File: src/rtl/alu_pkg.sv
`default_nettype none
// ============================================================================
//  Module      : alu_pkg
//  Description : Shared definitions for the sequential calculator ALU:
//                op-code constants and the control state encoding.
//  Contents    : OP_ADD / OP_SUB / OP_MUL / OP_DIV  (2-bit op codes)
//                state_t                           (IDLE, ITER, DONE)
//  Revision    : 1.0  initial release
// ============================================================================
package alu_pkg;

   localparam logic [1:0] OP_ADD = 2'd0;
   localparam logic [1:0] OP_SUB = 2'd1;
   localparam logic [1:0] OP_MUL = 2'd2;
   localparam logic [1:0] OP_DIV = 2'd3;

   typedef enum logic [1:0] {
      IDLE = 2'd0,
      ITER = 2'd1,
      DONE = 2'd2
   } state_t;

endpackage : alu_pkg
`default_nettype wire

File: src/rtl/alu_iter_unit.sv
`default_nettype none
// ============================================================================
//  Module      : alu_iter_unit
//  Description : One-bit-per-cycle engine shared by multiply (shift-add) and
//                divide (restoring shift-subtract). A single 2*WIDTH register
//                holds the partial product or the {remainder, quotient} pair.
//  Ports       : clk, rst    clock, synchronous active-low reset
//                start       load operands and clear the counter
//                is_div      with start: 1 = divide, 0 = multiply
//                step        perform one iteration this cycle
//                a, b        raw operands, sampled with start
//                last        counter has reached WIDTH-1 (final step)
//                acc         product, or {remainder, quotient}
//  Revision    : 1.0  initial release
// ============================================================================
module alu_iter_unit #(
   parameter int WIDTH = 4
) (
   input  logic               clk,
   input  logic               rst,
   input  logic               start,
   input  logic               is_div,
   input  logic               step,
   input  logic [WIDTH-1:0]   a,
   input  logic [WIDTH-1:0]   b,
   output logic               last,
   output logic [2*WIDTH-1:0] acc
);

   localparam int                 CNT_W    = $clog2(WIDTH);
   localparam logic [CNT_W-1:0]   CNT_LAST = CNT_W'(WIDTH - 1);

   logic [2*WIDTH-1:0] acc_q, acc_d;
   logic [WIDTH-1:0]   opnd_q, opnd_d;   // multiplicand or divisor
   logic               div_q, div_d;
   logic [CNT_W-1:0]   cnt_q, cnt_d;

   logic [WIDTH:0]     mul_sum;
   logic [2*WIDTH-1:0] mul_next;
   logic [WIDTH:0]     rem_shift;
   logic [WIDTH:0]     rem_diff;
   logic [2*WIDTH-1:0] div_next;

   always_comb begin
      // Multiply: low half starts as the multiplier and drains out to the
      // right while the product grows in from the top; the carry of the
      // upper-half add becomes the new MSB after the shift.
      mul_sum  = {1'b0, acc_q[2*WIDTH-1:WIDTH]}
               + (acc_q[0] ? {1'b0, opnd_q} : {(WIDTH+1){1'b0}});
      mul_next = {mul_sum, acc_q[WIDTH-1:1]};

      // Divide: shift the next dividend bit into the partial remainder and
      // try the subtraction; the MSB of the (WIDTH+1)-bit difference is the
      // borrow, which means "restore" and shift in a 0 quotient bit.
      rem_shift = acc_q[2*WIDTH-1:WIDTH-1];
      rem_diff  = rem_shift - {1'b0, opnd_q};
      if (rem_diff[WIDTH]) begin
         div_next = {rem_shift[WIDTH-1:0], acc_q[WIDTH-2:0], 1'b0};
      end else begin
         div_next = {rem_diff[WIDTH-1:0], acc_q[WIDTH-2:0], 1'b1};
      end
   end

   always_comb begin
      acc_d  = acc_q;
      opnd_d = opnd_q;
      div_d  = div_q;
      cnt_d  = cnt_q;
      if (start) begin
         acc_d  = is_div ? {{WIDTH{1'b0}}, a} : {{WIDTH{1'b0}}, b};
         opnd_d = is_div ? b : a;
         div_d  = is_div;
         cnt_d  = '0;
      end else if (step) begin
         acc_d = div_q ? div_next : mul_next;
         // Counter saturates at WIDTH-1 rather than wrapping.
         if (cnt_q != CNT_LAST) begin
            cnt_d = cnt_q + CNT_W'(1);
         end
      end
   end

   always_ff @(posedge clk) begin
      if (!rst) begin
         acc_q  <= '0;
         opnd_q <= '0;
         div_q  <= 1'b0;
         cnt_q  <= '0;
      end else begin
         acc_q  <= acc_d;
         opnd_q <= opnd_d;
         div_q  <= div_d;
         cnt_q  <= cnt_d;
      end
   end

   assign last = (cnt_q == CNT_LAST);
   assign acc  = acc_q;

endmodule : alu_iter_unit
`default_nettype wire

File: src/rtl/seq_alu.sv
`default_nettype none
// ============================================================================
//  Module      : seq_alu
//  Description : Multi-cycle unsigned ALU. Add/sub (and divide by zero)
//                finish one cycle after accept; multiply/divide iterate one
//                bit per cycle in alu_iter_unit behind an en/busy/valid
//                handshake.
//  Ports       : clk, rst      clock, synchronous active-low reset
//                en            start request, taken only while busy=0
//                operation     0 add, 1 sub, 2 mul, 3 div
//                A, B          operands (dividend / divisor for div)
//                result        registered result, held until next valid
//                valid         one-cycle pulse when result updates
//                busy          iterative operation in progress
//                div_by_zero   set with valid for div by 0, cleared on accept
//  Revision    : 1.0  initial release
// ============================================================================
module seq_alu
   import alu_pkg::*;
#(
   parameter int WIDTH = 4
) (
   input  logic               clk,
   input  logic               rst,
   input  logic               en,
   input  logic [1:0]         operation,
   input  logic [WIDTH-1:0]   A,
   input  logic [WIDTH-1:0]   B,
   output logic [2*WIDTH-1:0] result,
   output logic               valid,
   output logic               busy,
   output logic               div_by_zero
);

   state_t             state_q, state_d;
   logic [1:0]         op_q, op_d;
   logic [WIDTH-1:0]   a_q, a_d;
   logic [WIDTH-1:0]   b_q, b_d;
   logic [2*WIDTH-1:0] result_q, result_d;
   logic               valid_q, valid_d;
   logic               dbz_q, dbz_d;

   logic               cur_dbz;
   logic               cur_is_iter;
   logic               new_is_iter;
   logic               busy_w;
   logic               accept;
   logic               start_iter;
   logic               iter_last;
   logic [2*WIDTH-1:0] iter_acc;

   // Handshake decode. busy stays high through the DONE cycle of an
   // iterative op so that the only accept slot is the valid cycle; for
   // single-cycle ops DONE is not busy, allowing one accept per cycle.
   always_comb begin
      cur_dbz     = (op_q == OP_DIV) && (b_q == '0);
      cur_is_iter = (op_q == OP_MUL) || ((op_q == OP_DIV) && (b_q != '0));
      new_is_iter = (operation == OP_MUL)
                 || ((operation == OP_DIV) && (B != '0));
      busy_w      = (state_q == ITER) || ((state_q == DONE) && cur_is_iter);
      accept      = en && !busy_w;
      start_iter  = accept && new_is_iter;
   end

   alu_iter_unit #(
      .WIDTH (WIDTH)
   ) u_iter (
      .clk    (clk),
      .rst    (rst),
      .start  (start_iter),
      .is_div (operation == OP_DIV),
      .step   (state_q == ITER),
      .a      (A),
      .b      (B),
      .last   (iter_last),
      .acc    (iter_acc)
   );

   // Next-state logic
   always_comb begin
      state_d = state_q;
      case (state_q)
         IDLE: begin
            if (accept) begin
               state_d = new_is_iter ? ITER : DONE;
            end
         end
         ITER: begin
            if (iter_last) begin
               state_d = DONE;
            end
         end
         DONE: begin
            if (accept) begin
               state_d = new_is_iter ? ITER : DONE;
            end else begin
               state_d = IDLE;
            end
         end
         default: state_d = IDLE;
      endcase
   end

   // Operand capture and completion. The DONE cycle is the one that
   // produces the result: the edge leaving DONE loads result and raises
   // valid for exactly one cycle.
   always_comb begin
      op_d     = op_q;
      a_d      = a_q;
      b_d      = b_q;
      result_d = result_q;
      valid_d  = 1'b0;
      dbz_d    = dbz_q;

      if (accept) begin
         op_d = operation;
         a_d  = A;
         b_d  = B;
      end

      if (state_q == DONE) begin
         valid_d = 1'b1;
         dbz_d   = cur_dbz;
         case (op_q)
            OP_ADD:  result_d = {{WIDTH{1'b0}}, a_q} + {{WIDTH{1'b0}}, b_q};
            OP_SUB:  result_d = {{WIDTH{1'b0}}, a_q} - {{WIDTH{1'b0}}, b_q};
            OP_MUL:  result_d = iter_acc;
            default: result_d = cur_dbz ? {a_q, {WIDTH{1'b1}}} : iter_acc;
         endcase
      end else if (accept) begin
         // A completing op owns the flag in its valid cycle; otherwise a
         // fresh accept clears any stale divide-by-zero indication.
         dbz_d = 1'b0;
      end
   end

   always_ff @(posedge clk) begin
      if (!rst) begin
         state_q  <= IDLE;
         op_q     <= OP_ADD;
         a_q      <= '0;
         b_q      <= '0;
         result_q <= '0;
         valid_q  <= 1'b0;
         dbz_q    <= 1'b0;
      end else begin
         state_q  <= state_d;
         op_q     <= op_d;
         a_q      <= a_d;
         b_q      <= b_d;
         result_q <= result_d;
         valid_q  <= valid_d;
         dbz_q    <= dbz_d;
      end
   end

   assign result      = result_q;
   assign valid       = valid_q;
   assign busy        = busy_w;
   assign div_by_zero = dbz_q;

endmodule : seq_alu
`default_nettype wire
File: config.mk
export PLATFORM = sky130hd
export DESIGN_NAME = seq_alu
export DESIGN_NICKNAME = d
export VERILOG_FILES = /design/src/rtl/alu_pkg.sv /design/src/rtl/alu_iter_unit.sv /design/src/rtl/seq_alu.sv
export SDC_FILE = /design/constraint.sdc
export NUM_CORES = 1
export LEC_CHECK = 0
export ABC_AREA = 1
export CORE_ASPECT_RATIO = 0.8
export CORE_MARGIN = 1
export CORE_UTILIZATION = 41
export DETAILED_ROUTE_END_ITERATION = 12
export GPL_TIMING_DRIVEN = 0
export PLACE_DENSITY = 0.6
export SLEW_MARGIN = 30
export SYNTH_ARGS = -nofsm -noshare
export SYNTH_HDL_FRONTEND = slang
export SYNTH_HIERARCHICAL = 1
export SYNTH_SLANG_ARGS = --single-unit
File: constraint.sdc
create_clock -name clk -period 2.3 [get_ports clk]
set_input_delay 0.575 -clock clk [delete_from_list [all_inputs] [get_ports clk]]
set_output_delay 0.575 -clock clk [all_outputs]
set_load 0.02 [all_outputs]
==> Word level (Yosys, flattened, before mapping) <==
Index checks and enable logic that the tools add are counted.
{ "word_totals": {"inputBits": 13, "reg_bits": 37, "elab_cells": 65, "out_inout_bits": 11} }
{ "op_classes": {"n_reduce_logical": 20, "addsub": 5, "bitwise_logic": 1, "mux": 17, "eq_ne": 11} }
{ "ops": {"columns": ["op", "n"], "rows": [
  ["$mux 8", 5],
  ["$pmux 8 s3", 1],
  ["$eq 2x2->1 const B", 6],
  ["$mux 4", 3],
  ["$mux 2", 4],
  ["$reduce_bool 4->1", 2],
  ["$logic_and 1x1->1", 6],
  ["$ne 2x2->1 const B", 3],
  ["$pmux 2 s3", 1],
  ["$add 4x4->5", 1],
  ["$add 4x5->5", 1],
  ["$sub 4x4->5", 1],
  ["$sub 5x4->5", 1],
  ["$eq 2x1->1 const B", 2],
  ["$logic_not 2->1", 2],
  ["$logic_not 4->1", 1],
  ["$reduce_and 2->1", 2],
  ["$reduce_bool 2->1", 2],
  ["$logic_or 1x1->1", 3],
  ["$mux 1", 3],
  ["$add 2x1->2 const B", 1],
  ["$reduce_or 2->1", 1],
  ["$logic_not 1->1", 1],
  ["$not 1->1", 1]
]} }

==> Depth between registers and ports, before layout <==
Gate-level depths: netlist (run 1).
{ "depth": {"word_depth": 9, "depth_mapped": 15, "mapped_depth_nobuf": 13} }

==> Hierarchy <==
Netlist (run 1), hierarchy kept.
{ "by_module_without_submodules": {"columns": ["mod", "n_inst", "cells_each", "area_each_um2"], "rows": [
  ["seq_alu", 1, 210, 1397.6],
  ["alu_iter_unit", 1, 171, 1156.1]
]} }

==> Least setup slack after synthesis (run 1) <==
OpenSTA, ideal clock, no wires.
{ "synth_path": {"kind": "register -> register", "startpoint": "register b_q[0]", "endpoint": "register u_iter.acc_q[3] (netlist: u_iter/acc[3])", "n_path_buf": 2, "arrival_ns": 1.752, "path_slack_ns": 0.433, "stages_incl_launch_ff": 15, "path_cell_list": "dfxtp_1 -> nor2_1 -> nand2_1 -> nand2_4 -> nand2_4 -> nand2_4 -> nand3_4 -> buf_6 -> nor3b_2 -> buf_2 -> a21oi_1 -> o21ai_0 -> o21ai_1 -> o21ai_0 -> inv_1"} }
{ "synth_via": {"elab_chain_cells": 9} }
{ "synth_rtl": {"columns": ["item", "line", "source"], "rows": [
  ["from (decl)", "seq_alu.sv:38", "logic [WIDTH-1:0] b_q, b_d;"],
  ["from (signal assigned)", "seq_alu.sv:142", "b_q <= '0;"],
  ["from (signal assigned)", "seq_alu.sv:150", "b_q <= b_d;"],
  ["$reduce_bool 4->1 (*)", "seq_alu.sv:57", "cur_is_iter = (op_q == OP_MUL) || ((op_q == OP_DIV) && (b_q != '0));"],
  ["$logic_and 1x1->1 (*)", "seq_alu.sv:57", null],
  ["$logic_or 1x1->1 (*)", "seq_alu.sv:57", null],
  ["$logic_and 1x1->1 (*)", "seq_alu.sv:60", "busy_w = (state_q == ITER) || ((state_q == DONE) && cur_is_iter);"],
  ["$logic_or 1x1->1 (*)", "seq_alu.sv:60", null],
  ["$logic_not 1->1 (*)", "seq_alu.sv:61", "accept = en && !busy_w;"],
  ["$logic_and 1x1->1 (*)", "seq_alu.sv:61", null],
  ["$logic_and 1x1->1 (*)", "seq_alu.sv:62", "start_iter = accept && new_is_iter;"],
  ["net start_iter", "seq_alu.sv:48", "logic start_iter;"],
  ["$mux 8 or $reduce_bool 2->1 (tied branches)", null, null],
  ["to (signal assigned)", "alu_iter_unit.sv:85", "acc_q <= '0;"],
  ["to (signal assigned)", "alu_iter_unit.sv:90", "acc_q <= acc_d;"],
  ["to (decl)", "alu_iter_unit.sv:33", "logic [2*WIDTH-1:0] acc_q, acc_d;"]
]} }
Mark *: on every way through the listed nets, which the timed path passes. The rest lies on a longest branch.
A chain may end at the register's enable or synchronous reset.

==> Final worst setup path (run 1) <==
{ "layout_path": {"startpoint": "register state_q[0]", "endpoint": "output port busy"} }
{ "layout_via": {"elab_chain_cells": 3} }
{ "layout_rtl": {"columns": ["item", "line", "source"], "rows": [
  ["from (decl)", "seq_alu.sv:35", "state_t state_q, state_d;"],
  ["from (signal assigned)", "seq_alu.sv:147", "state_q <= state_d;"],
  ["$eq 2x2->1", "seq_alu.sv:60", null],
  ["$logic_and 1x1->1", "seq_alu.sv:60", null],
  ["$logic_or 1x1->1 (*)", "seq_alu.sv:60", null],
  ["to (decl)", "seq_alu.sv:31", "output logic busy,"]
]} }
Every way passes the cells marked *; elsewhere a longest branch is shown, timed or not.

==> impl_metrics.py, run 1 <==
metrics = {
    "outcome": {
        "status": "finished clean",
    },
    "cts": {
        "cts_tree": "yes",
        "htreeDepth": 2,
        "cts_setup_buffers": 0,
        "cts_sinks": 37,
        "clock-root-buffer": "clkbuf_8",
        "path_clk_slew_ns": 0.07,
        "cts-buffers-inserted": 5,
        "clock_path_buffers": 2,
        "clk_latency_ns": 0.29,
    },
    "placement": {
        "dp_slack_ns": -0.1944,
        "numPortBuffers": 23,
        "placed_cells": 485,
        "place_congestion": 0.8824,
        "dp_hpwl_um": 4916,
    },
    "floorplanning": {
        "rows": 25,
        "dieArea_um2": 6550,
        "start_util_pct": 42.97,
        "coreArea_um2": 5943,
        "io_pins": 24,
        "die_height_um": 72.59,
        "die_w_um": 90.24,
    },
    "power": {
        "ir_drop_mv": 0.3164,
        "comb_power_share_pct": 29.0,
        "p_sw_share_pct": 33.85,
        "leakagePower_uw": 0.001429,
        "p_int_uw": 1094,
        "switchingPower_uw": 559.7,
        "pwr-share-seq_pct": 44.1,
        "clkPwrFrac_pct": 26.9,
        "power_uw": 1654,
        "power_density_nw_per_um2": 553.2,
    },
    "logic_synthesis": {
        "synth.distinct_cells": 35,
        "ys_top_cells_by_area": "dfxtp_1, nand2_1, inv_1",
        "synth_area_um2": 2554,
        "yosysMostFrequentCell": "nand2_1",
        "ys_seq_area_share_pct": 29.01,
        "synth_top_area_share_pct": 29.01,
        "ys_warn_count": 6,
        "syn_nets": 415,
        "synthAdderAreaFrac_pct": 11.46,
        "synth_edf_count": 0,
        "synth_seq_cells": 37,
        "netlist_instances": 381,
        "synth_top_family_by_area": "simple AND/OR/NAND/NOR gates",
        "yosys.area_share.simple_pct": 30.97,
        "synth_area_per_cell_um2": 6.703,
        "synth_compound_area_share_pct": 16.12,
        "ys.flop_type": "dfxtp_1",
        "synth-xor-area-share_pct": 0.6859,
        "synthArstFlopShare_pct": 0,
        "yosys.area.top_type": "dfxtp_1",
        "muxShareOfSynthArea_pct": 0,
        "ys_top_cells_by_count": "nand2_1, inv_1, nor2_1",
    },
    "global_route": {
        "grt_antenna_before_repair": 0,
        "grt_pass1_wl_um": 10040,
        "grt_max_degree": 14,
        "grt_pass1_vias": 2069,
        "grtUsageTotal_pct": 19.70,
        "overflow": 0,
    },
    "setup_path": {
        "required_ns": 1.73,
        "path_class": "register to output pin",
        "startpoint_type": "register",
        "cp.arrival_ns": 1.60,
        "end_kind": "output pin",
        "cp_max_fo": 4,
    },
    "sta": {
        "fin_tns_setup_ns": 0,
        "hold_viol": 0,
        "fin_hold_ws_ns": 0.4526,
        "worst_slack_ns": 0.1217,
        "setup_violations": 0,
        "fin_crit_sh_pct": 94.71,
        "fin_crit_ns": 2.178,
        "max_freq_ghz": 0.4591,
        "skew_ns": 0.009743,
        "timing.slew.headroom_pct": 65.33,
        "slew_violations": 0,
        "tightestPinTransition_ns": 0.5184,
    },
    "layout": {
        "antennaDiodeCount": 0,
        "nets": 445,
        "area_growth_pct": 17.05,
        "stdcell_count": 493,
        "drive_gt1_share_pct": 8.981,
    },
    "detailed_routing": {
        "dr.pass1.iters": 4,
        "via_per_inst": 4.890,
        "vias": 2411,
        "wirelength_um": 6153,
        "avgRoutedWirePerCell_um": 12.48,
        "drc": 0,
        "drt_iter0_drc": 135,
        "ant_nets": 0,
    },
    "worst_hold_path": {
        "hold_path_class": "register to register",
    },
    "flow_run": {
        "maxCapViolations": 0,
    },
}
[cells in the final DEF (no fill, tap or decap), types with 2 or more instances in the layout]
cell,count
nand2_1,88
inv_1,57
nor2_1,44
dfxtp_1,37
a21oi_1,28
o21ai_0,25
nand3_1,23
clkdlybuf4s50_1,22
ha_1,17
o211ai_1,9
inv_2,6
clkbuf_8,5
o21ai_1,5
nand2_2,4
buf_6,4
nand2_4,4
fa_1,4
clkbuf_1,3
nor2_2,2
nand3_4,2
buf_2,2
a31oi_1,2
o32ai_1,2
[through the flow]
step	area [um^2]	util, %
after floorplan	2554	-
after global placement	2885	48.55
after detailed placement	2885	48.55
after CTS	2964	49.87
after global routing	2989	50.29
final	2989	50.29
[final cells by class]
cell class,instances,area [um^2]
fillers,674,2954
multi-input cells,273,1531
flip-flops and latches,37,740.7
inverters,63,236.5
repair buffers,23,229.0
well taps,81,101.3
clock buffers,8,80.08
plain buffers,8,70.07
[worst max-delay path: stages (launching register included)]
cell and delay, ns:
dfxtp_1 0.33, inv_1 0.06, nor2_1 0.31, inv_1 0.19, nand2_1 0.10, dlygate4sd2_1 0.33
[state kept, by name (all words and copies together) (netlist names)]
signal         count
valid              1
result             8
div_by_zero        1
u_iter/div_q       1
op_q               2
u_iter/acc         8
a_q                4
b_q                4
u_iter/cnt_q       2
u_iter/opnd_q      4
state_q            2
[power by group through the flow]
| stage | sequential (uW) | clock (uW) | combinational, uW |
|---|---|---|---|
| global route | 737 | 481 | 545 |
| finish | 729 | 444 | 480 |
| global placement | 744 | 0 | 471 |
| floorplan | 743 | 0 | 328 |
| detailed placement | 744 | 0 | 470 |
| CTS | 729 | 457 | 471 |
[worst paths after layout]
path / start / endpoint / slack, ns / depth (start not counted)
setup reg to reg: b_q[0] / u_iter/acc[3] / 0.21 / 14
hold / removal: result[1] / result[1] / 0.45 / 2
setup / recovery: state_q[0] / busy / 0.12 / 5
hold reg to reg: result[1] / result[1] / 0.45 / 2
[what timing repair did]
item,4_1_cts,5_1_grt
pin swaps,0,1
setup endpoints to repair,1,9
gates resized for setup,1,9
hold buffers,0,0
[metal layers]
metal  up-vias  global-route usage [%]  wire length [um]
li1       1279                       -                 -
met5         -                       0                 0
met4         0                   5.914                65
met1      1083                   30.21              3402
met3         7                   3.229               278
met2        42                   27.99              2407
[logic make-up (layout without fill, tap and decap cells)]
group / Yosys count / in the layout
compound gates: 74 / 74
xor+xnor: 2 / 2
fa+ha+maj: 21 / 21
buf+inv: 71 / 102
flops: 37 / 37
simple gates: 176 / 176
Power figures use the tool's default switching activity.
==> inputs of run 2 (changes only) <==
--- a/config.mk
+++ b/config.mk
@@ -12,8 +12,7 @@
 export DETAILED_ROUTE_END_ITERATION = 12
 export GPL_TIMING_DRIVEN = 0
 export PLACE_DENSITY = 0.6
-export SLEW_MARGIN = 30
+export SLEW_MARGIN = 0
 export SYNTH_ARGS = -nofsm -noshare
 export SYNTH_HDL_FRONTEND = slang
-export SYNTH_HIERARCHICAL = 1
 export SYNTH_SLANG_ARGS = --single-unit
==> run 2 against run 1 <==
Net effect: register-to-register slack improved by 0.08 ns; sequential cell count did not move; combinational power barely moved; synthesized cell count fell by 7.3%; hold slack barely moved; core utilization rose by 1.5 points; worst setup slack got worse by 0.017 ns; clock power rose by 2%; critical path type unchanged; largest power group unchanged.
==> impl_metrics.py, run 2 <==
metrics = {
    "sta": {
        "fin_crit_ns": 2.196,
        "max_freq_ghz": 0.4554,
        "fin_crit_sh_pct": 95.47,
        "rsz0062_at_grt": "false",
        "tightestPinTransition_ns": 0.5342,
        "fin_tns_setup_ns": 0,
        "timing.slew.headroom_pct": 64.39,
        "slew_violations": 0,
        "hold_viol": 0,
        "setup_violations": 0,
        "skew_ns": 0.007342,
        "worst_slack_ns": 0.1043,
    },
    "placement": {
        "place_congestion": 0.8504,
        "dp_hpwl_um": 4987,
        "numPortBuffers": 22,
        "dp_slack_ns": -0.09542,
        "dpl-instance-area_um2": 2801,
    },
    "floorplanning": {
        "coreArea_um2": 5645,
        "die_height_um": 71.62,
        "start_util_pct": 43.99,
        "dieArea_um2": 6375,
        "die_w_um": 89.02,
        "rows": 24,
        "io_pins": 24,
    },
    "logic_synthesis": {
        "synth_area_per_cell_um2": 7.036,
        "yosys.area_share.simple_pct": 29.57,
        "ys_top_cells_by_count": "nand2_1, inv_1, dfxtp_1",
        "synth-xor-area-share_pct": 0.3526,
        "synth_top_family_by_area": "simple AND/OR/NAND/NOR gates",
        "netlist_instances": 353,
        "synth_area_um2": 2484,
        "synth_compound_area_share_pct": 18.59,
        "ys_warn_count": 0,
        "synth.distinct_cells": 41,
        "synth_edf_count": 0,
        "ys_seq_area_share_pct": 29.82,
        "muxShareOfSynthArea_pct": 0,
        "ys.flop_type": "dfxtp_1",
        "syn_nets": 387,
        "yosysMostFrequentCell": "nand2_1",
        "synthArstFlopShare_pct": 0,
        "synthAdderAreaFrac_pct": 11.79,
        "ys_top_cells_by_area": "dfxtp_1, nand2_1, ha_1",
        "yosys.area.top_type": "dfxtp_1",
        "synth_seq_cells": 37,
        "synth_top_area_share_pct": 29.82,
    },
    "global_route": {
        "grt_antenna_before_repair": 0,
        "overflow": 0,
        "grt_max_degree": 11,
        "grtUsageTotal_pct": 22.27,
        "grt_pass1_vias": 2227,
        "grt_pass1_wl_um": 10810,
    },
    "worst_hold_path": {
        "hold_path_class": "register to register",
    },
    "cts": {
        "cts-buffers-inserted": 5,
        "clock_path_buffers": 2,
        "clock-root-buffer": "clkbuf_8",
        "path_clk_slew_ns": 0.07,
        "cts_sinks": 37,
        "clk_latency_ns": 0.28,
        "htreeDepth": 2,
        "cts_tree": "yes",
    },
    "flow_run": {
        "maxCapViolations": 0,
    },
    "layout": {
        "antennaDiodeCount": 0,
        "mostFrequentLayoutCells": "nand2_1, inv_1, dfxtp_1, a21oi_1, nand3_1",
        "nets": 419,
        "area_growth_pct": 17.83,
        "drive_gt1_share_pct": 10.65,
        "finish.utilization_pct": 51.84,
        "layout_commonest_cell": "nand2_1",
        "fin_area_um2": 2927,
    },
    "detailed_routing": {
        "ant_nets": 0,
        "dr.pass1.iters": 4,
        "avgRoutedWirePerCell_um": 13.47,
        "drt_iter0_drc": 145,
        "via_per_inst": 5.089,
        "wirelength_um": 6237,
        "drc": 0,
        "vias": 2356,
    },
    "setup_path": {
        "path_class": "register to output pin",
        "path_common_cell": "nand2_2",
        "end_kind": "output pin",
        "cp_max_fo": 5,
        "required_ns": 1.73,
        "startpoint_type": "register",
        "cp.arrival_ns": 1.62,
        "path_cells": "nor2_2 > nand2_2 > nand2_2 > nand2_4 > a21oi_4 > inv_1 > dlygate4sd2_1",
        "slowest_delay_ns": 0.36,
        "critPathSlowestCell": "dfxtp_1",
    },
    "power": {
        "ir_drop_mv": 0.2251,
        "power_density_nw_per_um2": 572.8,
        "leakagePower_uw": 0.001334,
        "power_uw": 1676,
    },
    "outcome": {
        "status": "finished clean",
    },
}
run 2: cell types whose count changed after synthesis, moves of 4 or more:
cell      before  now
o211ai_1       9    5
a21oi_1       28   34
nand2_1       89   71
inv_1         57   44
nand4_1        1    5
nor2_1        46   19
nand3_1       23   33
run 2: what timing repair did:
action / in CTS / in global routing
endpoints found under the setup margin: 1 / 2
pin swaps: 1 / 1
hold buffers: 0 / 0
cloned: 0 / 0
gates resized for setup: 3 / 4
buffers inserted: 1 / 2
run 2: path summary, 6_finish.rpt:
check / from / end / slack (ns) / cells after the start
worst max-delay path: b_q[0] / busy / 0.10 / 7
worst min-delay path: result[3] / result[3] / 0.45 / 2
worst max register to register: u_iter.acc[3] / u_iter.acc[6] / 0.29 / 12
worst min register to register: result[3] / result[3] / 0.45 / 2
run 2: through the flow:
stage                     hold slack (ns)  std cells
after detailed placement           0.4419        453
final                              0.4524        463
after CTS                          0.4566        461
after global placement             0.4417        453
after global routing               0.4844        463
after floorplan                    0.4446        353
run 2: final cells by class:
class,count,area (um^2)
plain buffers,8,50.05
clock buffers,7,86.33
fillers,599,2719
inverters,52,195.2
multi-input cells,256,1513
flip-flops and latches,37,743.2
well taps,78,97.59
repair buffers,25,241.5
run 2: critical path: cells and delay by family, from the launching register on:
kind	cells	cell delay, ns
AOI/OAI and AO/OA	1	0.17
buffers and inverters	2	0.36
DFF	1	0.36
and+or+nand+nor	4	0.45
run 2: cell families (layout without fill, tap and decap cells):
| group | count (synthesis) | after routing |
|---|---|---|
| simple gates | 150 | 150 |
| compound gates | 84 | 84 |
| buf+inv | 60 | 92 |
| flops | 37 | 37 |
| fa+ha+maj | 21 | 21 |
| xor+xnor | 1 | 1 |
run 2: per-layer routing:
metal,vias up,part of all wire [%],track usage [%]
met4,0,0,2.116
met3,0,5.3,5.530
met5,-,0,0
li1,1239,-,-
met2,51,41,31.97
met1,1066,54,34.70
run 2: report_power, final:
part | internal (uW) | leakage [uW] | switching [uW]
Sequential | 690 | 0.000304 | 50.2
Combinational | 187 | 0.000986 | 295
Clock | 238 | 0.0000443 | 217
==> inputs of run 3 (changes only) <==
--- a/config.mk
+++ b/config.mk
@@ -9,8 +9,10 @@
 export CORE_ASPECT_RATIO = 0.8
 export CORE_MARGIN = 1
 export CORE_UTILIZATION = 41
+export CTS_BUF_LIST = sky130_fd_sc_hd__clkbuf_4 sky130_fd_sc_hd__clkbuf_8
 export DETAILED_ROUTE_END_ITERATION = 12
 export GPL_TIMING_DRIVEN = 0
+export MAX_ROUTING_LAYER = met4
 export PLACE_DENSITY = 0.6
 export SLEW_MARGIN = 0
 export SYNTH_ARGS = -nofsm -noshare
==> run 3 against run 2 <==
Net effect: sequential share of layout area hardly changed; via count grew 0.38%; non-clock buffer count is the same; first-iteration DRC count grew 26%; register-to-register slack is essentially flat; combinational power hardly changed; count of clock-buffer cells in the layout did not move; hold slack hardly changed; global-route usage increased by 0.60 points; clock power increased by 3%; critical endpoint unchanged.
==> impl_metrics.py, run 3 (same netlist as run 2, synthesis figures left out) <==
metrics = {
    "sta": {
        "max_freq_ghz": 0.4541,
        "timing.slew.headroom_pct": 64.33,
        "tightestPinTransition_ns": 0.5351,
        "fin_crit_ns": 2.202,
        "hold_viol": 0,
        "rsz0062_at_grt": "false",
        "setup_violations": 0,
        "fin_hold_ws_ns": 0.4525,
        "fin_crit_sh_pct": 95.74,
        "slew_violations": 0,
        "skew_ns": 0.008322,
    },
    "setup_path": {
        "cp.arrival_ns": 1.63,
        "required_ns": 1.73,
        "end_kind": "output pin",
        "worst-r2r-cell-count": 12,
        "r2r_slack_ns": 0.29,
        "path_class": "register to output pin",
        "cp_max_fo": 5,
        "reg2reg_from": "u_iter.acc[3]",
        "timing.rr.end": "u_iter.acc[6]",
        "startpoint_type": "register",
    },
    "placement": {
        "dp_hpwl_um": 4987,
        "place_congestion": 0.8639,
        "numPortBuffers": 22,
    },
    "floorplanning": {
        "start_util_pct": 43.99,
        "io_pins": 24,
        "coreArea_um2": 5645,
        "die_w_um": 89.02,
        "rows": 24,
        "die_height_um": 71.62,
        "dieArea_um2": 6375,
    },
    "worst_hold_path": {
        "hold_path.startpoint": "result[3]",
        "min_path_cells": 2,
        "holdPathEnd": "result[3]",
        "hold_path_class": "register to register",
    },
    "layout": {
        "mostFrequentLayoutCells": "nand2_1, inv_1, dfxtp_1, a21oi_1, nand3_1",
        "drive_gt1_share_pct": 10.91,
        "nets": 419,
        "antennaDiodeCount": 0,
        "area_growth_pct": 17.98,
        "layout_commonest_cell": "nand2_1",
    },
    "cts": {
        "htreeDepth": 2,
        "cts_tree": "yes",
        "clk_latency_ns": 0.28,
        "clock_path_buffers": 2,
        "clock-root-buffer": "clkbuf_8",
        "hold_buffers": 0,
        "cts_sinks": 37,
        "cts-buffers-inserted": 5,
        "path_clk_slew_ns": 0.07,
    },
    "detailed_routing": {
        "avgRoutedWirePerCell_um": 13.46,
        "dr.pass1.iters": 4,
        "vias": 2365,
        "drt_iter0_drc": 182,
        "drc": 0,
        "ant_nets": 0,
        "wirelength_um": 6232,
        "via_per_inst": 5.108,
    },
    "global_route": {
        "grt_pass1_vias": 2232,
        "grt_antenna_before_repair": 0,
        "grt_pass1_wl_um": 10810,
        "grtUsageTotal_pct": 22.87,
        "overflow": 0,
        "grt_max_degree": 11,
    },
    "power": {
        "power_density_nw_per_um2": 576.9,
        "leakagePower_uw": 0.001337,
        "ir_drop_mv": 0.2355,
        "power_uw": 1691,
    },
    "flow_run": {
        "maxCapViolations": 0,
    },
    "outcome": {
        "status": "finished clean",
    },
}
## run 3: changes by cell type in the layout (fill, tap and decap cells not counted)
| cell | before | now |
|---|---|---|
| clkbuf_4 | 0 | 1 |
| clkbuf_1 | 4 | 3 |
## run 3: where the power goes
| part | switching [uW] | internal (uW) |
|---|---|---|
| sequential | 50.6 | 690 |
| combinational | 295 | 187 |
| clock | 218 | 250 |
| total | 564 | 1130 |
## run 3: final cells by class
class / count / area (um^2)
sequential: 37 / 743.2
timing repair buffer: 25 / 241.5
buffer: 8 / 50.05
tap: 78 / 97.59
inverter: 52 / 195.2
clock buffer: 7 / 90.09
fill: 599 / 2715
multi-input combinational: 256 / 1513
## run 3: worst max-delay path: stages, from the launching register on
cell	delay, ns
dfxtp_1	0.36
nor2_2	0.13
nand2_2	0.08
nand2_2	0.13
nand2_4	0.11
a21oi_4	0.17
inv_1	0.05
dlygate4sd2_1	0.31
## run 3: layer usage
metal / wire length [um] / vias up / track usage, %
li1: - / 1240 / -
met1: 3273 / 1062 / 34.70
met4: 23 / 0 / 2.646
met2: 2527 / 59 / 31.97
met5: 0 / - / -
met3: 408 / 4 / 4.839
## run 3: metrics by stage
step                      cells  worst slack [ns]  instance area, um^2  TNS [ns]  utilization [%]
after global placement      453          -0.09132                 2801   -0.3591            49.62
after global routing        463          0.003762                 2930         0            51.91
after CTS                   461           0.07021                 2907         0            51.48
after floorplan             353            0.5178                 2484         0                -
after detailed placement    453          -0.09542                 2801   -0.4201            49.62
final                       463           0.09805                 2930         0            51.91
## run 3: worst max-delay path by stage
stage	startpoint	endpoint	slack [ns]	cells after the start
after global placement	operation[0]	u_iter.acc[4]	-0.09	10
after floorplan	u_iter.acc[3]	u_iter.acc[7]	0.52	13
after global routing	u_iter.acc[3]	u_iter.acc[7]	0.004	13
after detailed placement	operation[0]	u_iter.opnd_q[3]	-0.1	9
after CTS	b_q[0]	busy	0.07	7
final	b_q[0]	busy	0.1	7
## run 3: repair_timing
| action | 4_1_cts | 5_1_grt |
|---|---|---|
| buffers inserted | 1 | 2 |
| pin swaps | 1 | 1 |
| endpoints found under the setup margin | 1 | 2 |
| gates resized for setup | 3 | 4 |
